[src/rtl/uart_tx_arbiter.sv]
// rtl/uart_tx_arbiter.sv - packet-atomic round-robin arbiter sharing the UART TX FIFO write port
module uart_tx_arbiter #(
  parameter int NUM_REQ       = 2,
  parameter int TIMEOUT       = 200,
  parameter int TIMEOUT_WIDTH = 8
) (
  input  logic                 clock,
  input  logic                 reset,
  input  logic [NUM_REQ*8-1:0] req_data,
  input  logic [NUM_REQ-1:0]   req_valid,
  input  logic [NUM_REQ-1:0]   req_last,
  output logic [NUM_REQ-1:0]   req_ready,
  input  logic                 fifo_full,
  output logic [7:0]           fifo_data,
  output logic                 fifo_write,
  output logic [NUM_REQ-1:0]   grant,
  output logic                 busy,
  output logic                 timeout_err
);

  localparam int IDX_W = $clog2(NUM_REQ);
  localparam logic [TIMEOUT_WIDTH-1:0] TIMEOUT_CNT = TIMEOUT_WIDTH'(TIMEOUT);
  localparam logic [IDX_W-1:0] LAST_RESET = IDX_W'(NUM_REQ - 1);

  typedef enum logic {
    IDLE  = 1'b0,
    GRANT = 1'b1
  } state_t;

  state_t                   state;
  logic [IDX_W-1:0]         owner;
  logic [IDX_W-1:0]         last_idx;
  logic [IDX_W-1:0]         win_idx;
  logic                     win_found;
  logic [TIMEOUT_WIDTH-1:0] idle_cnt;
  logic [TIMEOUT_WIDTH-1:0] idle_cnt_nxt;
  logic                     owner_valid;
  logic                     owner_last;
  logic                     xfer;

  // Round-robin search starting just after the previous owner; first valid lane wins.
  always_comb begin
    int cand;
    cand      = 0;
    win_idx   = last_idx;
    win_found = 1'b0;
    for (int k = 1; k <= NUM_REQ; k++) begin
      cand = int'(last_idx) + k;
      if (cand >= NUM_REQ) cand = cand - NUM_REQ;
      if (!win_found && req_valid[IDX_W'(cand)]) begin
        win_found = 1'b1;
        win_idx   = IDX_W'(cand);
      end
    end
  end

  // Steer the owner's lane onto the FIFO side; non-owner lanes are never looked at.
  always_comb begin
    owner_valid = 1'b0;
    owner_last  = 1'b0;
    fifo_data   = 8'h00;
    for (int i = 0; i < NUM_REQ; i++) begin
      if (owner == IDX_W'(i)) begin
        owner_valid = req_valid[i];
        owner_last  = req_last[i];
        fifo_data   = req_data[8*i +: 8];
      end
    end
  end

  assign busy         = (state == GRANT);
  assign xfer         = busy & owner_valid & ~fifo_full;
  assign fifo_write   = xfer;
  assign req_ready    = {NUM_REQ{busy & ~fifo_full}} & grant;
  assign idle_cnt_nxt = idle_cnt + TIMEOUT_WIDTH'(1);

  // Grant FSM: hold the owner for a whole message, release on last byte or idle timeout.
  always_ff @(posedge clock) begin
    if (reset) begin
      state       <= IDLE;
      grant       <= '0;
      owner       <= '0;
      last_idx    <= LAST_RESET;
      idle_cnt    <= '0;
      timeout_err <= 1'b0;
    end else begin
      timeout_err <= 1'b0;
      case (state)
        IDLE: begin
          if (win_found) begin
            state    <= GRANT;
            owner    <= win_idx;
            grant    <= NUM_REQ'(1) << win_idx;
            idle_cnt <= '0;
          end
        end
        GRANT: begin
          if (xfer) begin
            idle_cnt <= '0;
            if (owner_last) begin
              state    <= IDLE;
              grant    <= '0;
              last_idx <= owner;
            end
          end else if (!fifo_full && !owner_valid) begin
            // A full FIFO freezes the count; only a silent owner ages the grant.
            if ((TIMEOUT != 0) && (idle_cnt_nxt == TIMEOUT_CNT)) begin
              timeout_err <= 1'b1;
              state       <= IDLE;
              grant       <= '0;
              last_idx    <= owner;
              idle_cnt    <= '0;
            end else begin
              idle_cnt <= idle_cnt_nxt;
            end
          end
        end
        default: begin
          state <= IDLE;
          grant <= '0;
        end
      endcase
    end
  end

endmodule

[config.mk]
export PLATFORM = sky130hd
export DESIGN_NAME = uart_tx_arbiter
export DESIGN_NICKNAME = d
export VERILOG_FILES = /design/src/rtl/uart_tx_arbiter.sv
export SDC_FILE = /design/constraint.sdc
export NUM_CORES = 1
export LEC_CHECK = 0
export BUFFER_PORTS_ARGS = -buffer_cell sky130_fd_sc_hd__buf_4
export CAP_MARGIN = 20
export CORE_MARGIN = 5
export CORE_UTILIZATION = 48
export DETAILED_ROUTE_END_ITERATION = 10
export GPL_TIMING_DRIVEN = 0
export HOLD_SLACK_MARGIN = 0.15
export PLACE_DENSITY = 0.77
export SLEW_MARGIN = 20
export SYNTH_ARGS = -nofsm -noshare
export SYNTH_HDL_FRONTEND = slang
export SYNTH_SLANG_ARGS = --single-unit
[constraint.sdc]
create_clock -name clock -period 1.9 [get_ports clock]
set_input_delay 0.38 -clock clock [delete_from_list [all_inputs] [get_ports clock]]
set_output_delay 0.38 -clock clock [all_outputs]
set_load 0.05 [all_outputs]
======== Yosys cells after proc, flatten, opt, wreduce, memory -nomap -nowiden ========
Cells that the tools add are included.
Widths: inputs -> output; s select.
cells by class
  multipliers ............................. 0
  magnitude comparators ................... 4
  shift operators ......................... 1
  reductions and logical operators ........ 12
  add/sub/neg operators ................... 5
  bitwise logic cells ..................... 7
  divide/modulo/power cells ............... 0
  equality and inequality tests ........... 6
  muxes and demuxes ....................... 35
operators by type and width
  cell                 count
  $mux 8               5
  $mux 1               22
  $pmux 8 s2           1
  $mux 2               5
  $ne 3x2->1 const B   3
  $add 8x1->8 const B  1
  $eq 8x8->1 const B   1
  $reduce_and 4->1     2
  $lt 1x3->1 const B   2
  $pmux 2 s2           1
  $reduce_and 2->1     2
  $reduce_bool 2->1    2
  $reduce_or 4->1      1
  $add 1x2->3 const B  1
  $and 1x1->1          3
  $ge 3x2->1 const B   1
  $logic_not 1->1      3
  $not 1->1            3
  $add 1x1->2 const B  1
  $and 2x2->2          1
  $ge 2x2->1 const B   1
  $logic_and 1x1->1    2
  $ne 2x1->1 const B   1
  $ne 2x2->1 const B   1
  3 further kinds      4
word-level totals
  RAM bits ................................ 0
  memory bits (read-only) ................. 0
  bits in latches ......................... 0
  output and inout port bits .............. 15
  logic and storage cells ................. 76
  memories ................................ 0
  flip-flop bits (word level) ............. 14
  input port bits ......................... 23

======== Logic depth before layout (Yosys ltp) ========
Gate-level depths: netlist of run 1.
  depth in word-level cells ............... 13
  gate-level depth with buffers ........... 7
  gate-level depth less buffers ........... 5

======== Least setup slack after synthesis of run 1 ========
Ideal clock, no wire load.
  path type ............................... reg2out
  from .................................... reg state, in the netlist busy
  to ...................................... out fifo_write
  slack ................................... -280 ps
  required time ........................... 1520 ps
  arrival ................................. 1800 ps
  path buffers ............................ 1
  stages on the path, launching flop included .. 4
  cell sequence ........................... dfxtp_1 -> nor2b_1 -> buf_6 -> nor2b_1
between the ends
  cells in the longest elaborated chain, start to end .. 2
RTL lines
  item                      line  RTL
  from (decl)               30    state_t state;
  from (signal assigned)    80    state <= IDLE;
  from (signal assigned)    91    state <= GRANT;
  from (signal assigned)    101   state <= IDLE;
  $and 1x1->1 (2 in a row)  72    assign xfer = busy & owner_valid & ~fifo_full;
  to (decl)                 15    output logic fifo_write,
No other way between the ends.

======== Worst setup path in the final report of run 1 ========
Same ends and word-level chain as after synthesis.

==> flow_summary.json, run 1 <==
{
  "status": "completed",
  "slew_headroom": 0.605,
  "hpwlAfterDp_um": 2010,
  "clk_latency_ps": 290,
  "synth-main-ff-cell": "dfxtp_1",
  "crit_family": "flip-flops",
  "globalplace.congestion": 0.821,
  "hold_path.class": "in -> reg",
  "max_freq_mhz": 564,
  "cts_made_buffers": 3,
  "drt_first_pass_iters": 4,
  "crit_chain": "nor2b_1, buf_6, nor2b_2, buf_4",
  "rows": 16,
  "cp.buffers_inverters": 2,
  "portBuffers": 36,
  "slowest_stage": "dfxtp_2",
  "grt_max_degree": 11,
  "tns_ps": 0,
  "crit_required_ps": 1520,
  "fin_crit_ps": 1770,
  "clock_path_buffers": 2,
  "ys_ff_latch": 14,
  "path_max_fanout": 10,
  "core_mm2": 0.00196,
  "ant_nets": 0,
  "fillers": 190,
  "die_area_mm2": 0.00306,
  "initial_core_util": 0.503,
  "root_buffer": "clkbuf_4",
  "cts.clk_slew.worst_paths_ps": 90,
  "min_path_cells": 2,
  "dieHeight_um": 55.3,
  "wl_um": 2480,
  "seqPwrFrac": 0.407,
  "cts_sinks": 14,
  "die_w_um": 55.3,
  "yosysSeqAreaShare": 0.284,
  "startpoint_type": "register",
  "gr-usage-all-layers": 0.172,
  "p_leak_nw": 0.570,
  "p_sw_frac": 0.326,
  "drtIter0Drc": 14,
  "power_density_mw_per_mm2": 576,
  "hp-start": "reset",
  "rr_endpoint": "idle_cnt[7]",
  "netSwitchingPower_mw": 0.250,
  "synthCells": 107,
  "hold_end": "grant[1]",
  "rsz0062_at_grt": "no",
  "worstPathArrival_ps": 1390,
  "ys_types": 38,
  "peakVddDrop_uv": 331,
  "num_antenna_cells": 0,
  "route.detailed.drc": 0,
  "comb_power_share": 0.307,
  "htreeDepth": 1,
  "cts_tree": "yes",
  "finalHoldViolations": 0,
  "holdBufCountCts": 0,
  "maxCapViolCount": 0,
  "via_count": 964,
  "synth_edf_count": 0,
  "synth_nets": 131,
  "grt_first_pass_wirelength_um": 4320,
  "grt_pass1_vias": 977,
  "vias_per_cell": 5.54,
  "worst_pin_slew_ps": 587,
  "max_stage_delay_ps": 390,
  "nets": 172,
  "netlist_area_um2": 986,
  "grt_overflow": 0,
  "num_io_pins": 38,
  "end_kind": "primary output",
  "syn_avg_cell_area_um2": 9.21,
  "critPathKind": "reg -> out",
  "reg2reg_from": "idle_cnt[0]",
  "drv_slew": 0,
  "drive_above_1_share": 0.497,
  "finalCritPeriodShare": 0.933,
  "finClkSkew_ps": 8.54,
  "worstRegToRegCells": 6,
  "area_delta_synth_final_pct": 35.0,
  "p_clk_frac": 0.286,
  "synth_async_sr_flop_share": 0,
  "r2r_slack_ps": 250,
  "post_drt_wl_per_cell_um": 14.3,
  "internal-power_mw": 0.516,
  "synth_warnings": 0,
  "grt_antenna_before_repair": 0,
  "final_core_util": 0.679,
  "finalSetupViolCount": 0
}
[flip-flops by register name, summed over array words and instances (netlist names)]
name,count
grant,2
busy,1
owner,1
timeout_err,1
idle_cnt,8
last_idx,1
[timing repair]
| action | CTS | global route |
|---|---|---|
| endpoints found under the hold margin | 0 | 0 |
| buffers inserted | 0 | 0 |
| endpoints found under the setup margin | 0 | 9 |
| resized for setup | 0 | 1 |
[synth_stat cells (all sizes together), types with 2 or more instances]
cell | n | area (µm²)
a21oi | 9 | 56.3
buf | 5 | 52.6
nor2b | 4 | 32.5
and2 | 4 | 27.5
nand4 | 3 | 18.8
nor3 | 3 | 15.0
nor2 | 10 | 37.5
o21ai | 7 | 35.0
mux2 | 8 | 90.1
inv | 2 | 7.51
and3 | 3 | 21.3
dfxtp | 14 | 280
o221ai | 2 | 30.0
nand3 | 6 | 40.0
a211oi | 3 | 32.5
nand2 | 8 | 30.0
nor4b | 2 | 47.6
[cell type report]
type | instances | area [µm²] | area share
Inverter | 2 | 7.51 | 0.00564
Tap cell | 27 | 33.8 | 0.0254
Sequential cell | 14 | 283 | 0.212
Clock buffer | 4 | 36.3 | 0.0273
Multi-Input combinational cell | 86 | 648 | 0.487
Timing Repair Buffer | 36 | 270 | 0.203
Buffer | 5 | 52.6 | 0.0395
[worst max-delay path by stage]
stage,startpoint,to,cells after the start
5_1_grt,busy,fifo_write,4
4_1_cts,owner,fifo_data[1],3
2_1_floorplan,busy,fifo_write,3
3_3_place_gp,owner,idle_cnt[7],5
3_5_place_dp,idle_cnt[2],last_idx,6
6_report,busy,fifo_write,4
[cell usage in the layout, fill, tap and decap left out, types with 2 or more instances in the layout]
| master | instances |
|---|---|
| buf_4 | 37 |
| dfxtp_1 | 12 |
| nor2_1 | 10 |
| mux2_2 | 8 |
| nand2_1 | 8 |
| a21oi_1 | 8 |
| o21ai_0 | 7 |
| buf_6 | 4 |
| nand3_1 | 4 |
| nand4_1 | 3 |
| nor3_1 | 3 |
| clkbuf_4 | 3 |
| nor2b_1 | 2 |
| and2_1 | 2 |
| inv_1 | 2 |
| nand3_2 | 2 |
| nor4b_4 | 2 |
| and3_2 | 2 |
| and2_2 | 2 |
| o221ai_2 | 2 |
| a211oi_2 | 2 |
| dfxtp_2 | 2 |
[per-stage QoR]
step                hold slack [ps]  cell area (µm²)  power, mW  std cells  worst slack, ps
finish                          289             1330      0.767        174              127
global route                    287             1330      0.807        174             18.7
CTS                             284             1330      0.772        174             44.5
detailed placement              488             1290      0.554        170              267
global placement                492             1290      0.550        170              266
floorplan                       452              990      0.472        107              167
[layer usage]
layer | vias to the layer above | global-route usage | routed length [µm]
met5 | - | 0 | 0
met4 | 0 | 0.0590 | 25
met3 | 3 | 0.0513 | 143
met2 | 31 | 0.304 | 1290
met1 | 452 | 0.193 | 1030
li1 | 478 | - | -
[cells by family after synthesis]
group,synth area share
and+or+nand+nor,0.311
AOI/OAI and AO/OA,0.217
buffers and inverters,0.0609
muxes,0.114
DFF,0.284
adders and majority gates,0.0127
[power groups by stage]
stage / sequential (mW) / clock (mW) / combinational [mW]
floorplan: 0.330 / 0 / 0.142
global placement: 0.318 / 0 / 0.232
detailed placement: 0.318 / 0 / 0.236
CTS: 0.311 / 0.224 / 0.237
global route: 0.313 / 0.243 / 0.251
finish: 0.312 / 0.219 / 0.236
[worst register-to-register path, cell delays in order, from the launching register on]
cell and delay, ps:
dfxtp_1 470, nand3_2 160, nor4b_4 310, o221ai_2 160, buf_6 170, nor4b_4 130, a21o_1 150
Note: power is estimated with default switching activity, not from simulation.
==> run 2: changes to the inputs <==
- REMOVE_ABC_BUFFERS: not set -> 1
==> run 2 against run 1 <==
Compared with the run above: routed wire length fell by 0.81%; sequential share of layout area rose by 0.13 points; critical path depth rose by 1; critical path type is now reg -> reg; core utilization fell by 0.70 points.
==> flow_summary.json, run 2 (same netlist as run 1, synthesis figures left out) <==
{
  "drt_first_pass_iters": 5,
  "root_buffer": "clkbuf_4",
  "seqPwrFrac": 0.437,
  "clock_path_buffers": 2,
  "grt_first_pass_wirelength_um": 4000,
  "max_freq_mhz": 562,
  "hpwlAfterDp_um": 1900,
  "num_io_pins": 38,
  "critPathKind": "reg -> reg",
  "finalHoldViolations": 0,
  "cts_tree": "yes",
  "crit_required_ps": 2080,
  "layout_setup_ws_ps": 122,
  "layout_commonest_cell": "buf_4",
  "route.detailed.drc": 0,
  "cts.clk_slew.worst_paths_ps": 90,
  "grt_overflow": 0,
  "drtIter0Drc": 13,
  "largest_register": "idle_cnt",
  "startpoint_type": "register",
  "drv_slew": 0,
  "layout_common_cells": "41 x buf_4, 13 x dfxtp_1, 10 x nor2_1",
  "worstPathArrival_ps": 1960,
  "rsz0062_at_grt": "no",
  "gr-usage-all-layers": 0.157,
  "wl_um": 2460,
  "globalplace.congestion": 0.807,
  "netSwitchingPower_mw": 0.247,
  "status": "completed",
  "fin_crit_ps": 1780,
  "die_w_um": 55.3,
  "initial_core_util": 0.503,
  "final_core_util": 0.672,
  "post_drt_wl_per_cell_um": 14.2,
  "clk_latency_ps": 280,
  "p_sw_frac": 0.342,
  "place_worst_setup_slack_ps": -62.2,
  "top_regs": "idle_cnt (8), grant (2)",
  "finClkSkew_ps": 6.84,
  "peakVddDrop_uv": 490,
  "tns_ps": 0,
  "end_kind": "register",
  "dieHeight_um": 55.3,
  "internal-power_mw": 0.475,
  "cts_sinks": 14,
  "power_density_mw_per_mm2": 548,
  "grt_pass1_vias": 924,
  "core_mm2": 0.00196,
  "portBuffers": 37,
  "area_delta_synth_final_pct": 33.6,
  "via_count": 964,
  "rows": 16,
  "hold_path.class": "in -> reg",
  "drive_above_1_share": 0.486,
  "hold_ws_ps": 331,
  "finalSetupViolCount": 0,
  "dp_cells": 166,
  "grt_antenna_before_repair": 0,
  "cts_made_buffers": 3,
  "comb_power_share": 0.324,
  "p_leak_nw": 0.578,
  "slew_headroom": 0.652,
  "maxCapViolCount": 0,
  "worst_pin_slew_ps": 518,
  "ant_nets": 0,
  "path_max_fanout": 11,
  "htreeDepth": 1,
  "p_clk_frac": 0.239,
  "num_antenna_cells": 0,
  "largest_reg_flops": 8,
  "final_cells": 173,
  "finalCritPeriodShare": 0.936,
  "die_area_mm2": 0.00306,
  "nets": 172,
  "holdBufCountCts": 0,
  "vias_per_cell": 5.57,
  "grt_max_degree": 14
}
[run 2: worst paths after layout]
path	start	endpoint	slack, ps	cells after the start
min	reset	grant[0]	330	2
max	idle_cnt[0]	idle_cnt[7]	120	5
max reg2reg	idle_cnt[0]	idle_cnt[7]	120	5
min reg2reg	last_idx	owner	500	1
[run 2: what timing repair did]
item,4_1_cts,5_1_grt
endpoints found under the hold margin,0,0
gates resized for setup,3,1
cloned,0,0
setup buffers,2,2
endpoints found under the setup margin,15,4
[run 2: layout make-up]
type                       count  area (µm²)
clock buffer                   3        22.5
fill                         176         644
inverter                       2        7.51
multi-input combinational     86         664
sequential                    14         282
tap                           27        33.8
timing repair buffer          41         308
[run 2: stage by stage]
step / cell area [µm²] / total power, mW
CTS: 1290 / 0.721
floorplan: 933 / 0.461
detailed placement: 1240 / 0.545
global placement: 1240 / 0.542
finish: 1320 / 0.722
global route: 1320 / 0.761
[run 2: power groups by stage]
stage	logic [mW]	clock network, mW	registers, mW
2_1_floorplan	0.127	0	0.333
3_3_place_gp	0.220	0	0.321
3_5_place_dp	0.223	0	0.322
4_1_cts	0.232	0.173	0.316
5_1_grt	0.248	0.196	0.317
6_report	0.234	0.173	0.316
[run 2: metal layers]
layer | track usage | part of all wire
met1 | 0.183 | 0.44
met5 | 0 | 0
met2 | 0.274 | 0.48
met3 | 0.0373 | 0.060
met4 | 0.0590 | 0.016
[run 2: critical path, cell delays in order, from the launching register on]
cell	delay (ps)
dfxtp_1	460
nand3_2	160
nor4b_4	330
o221ai_4	260
a31o_2	300
a21o_1	170
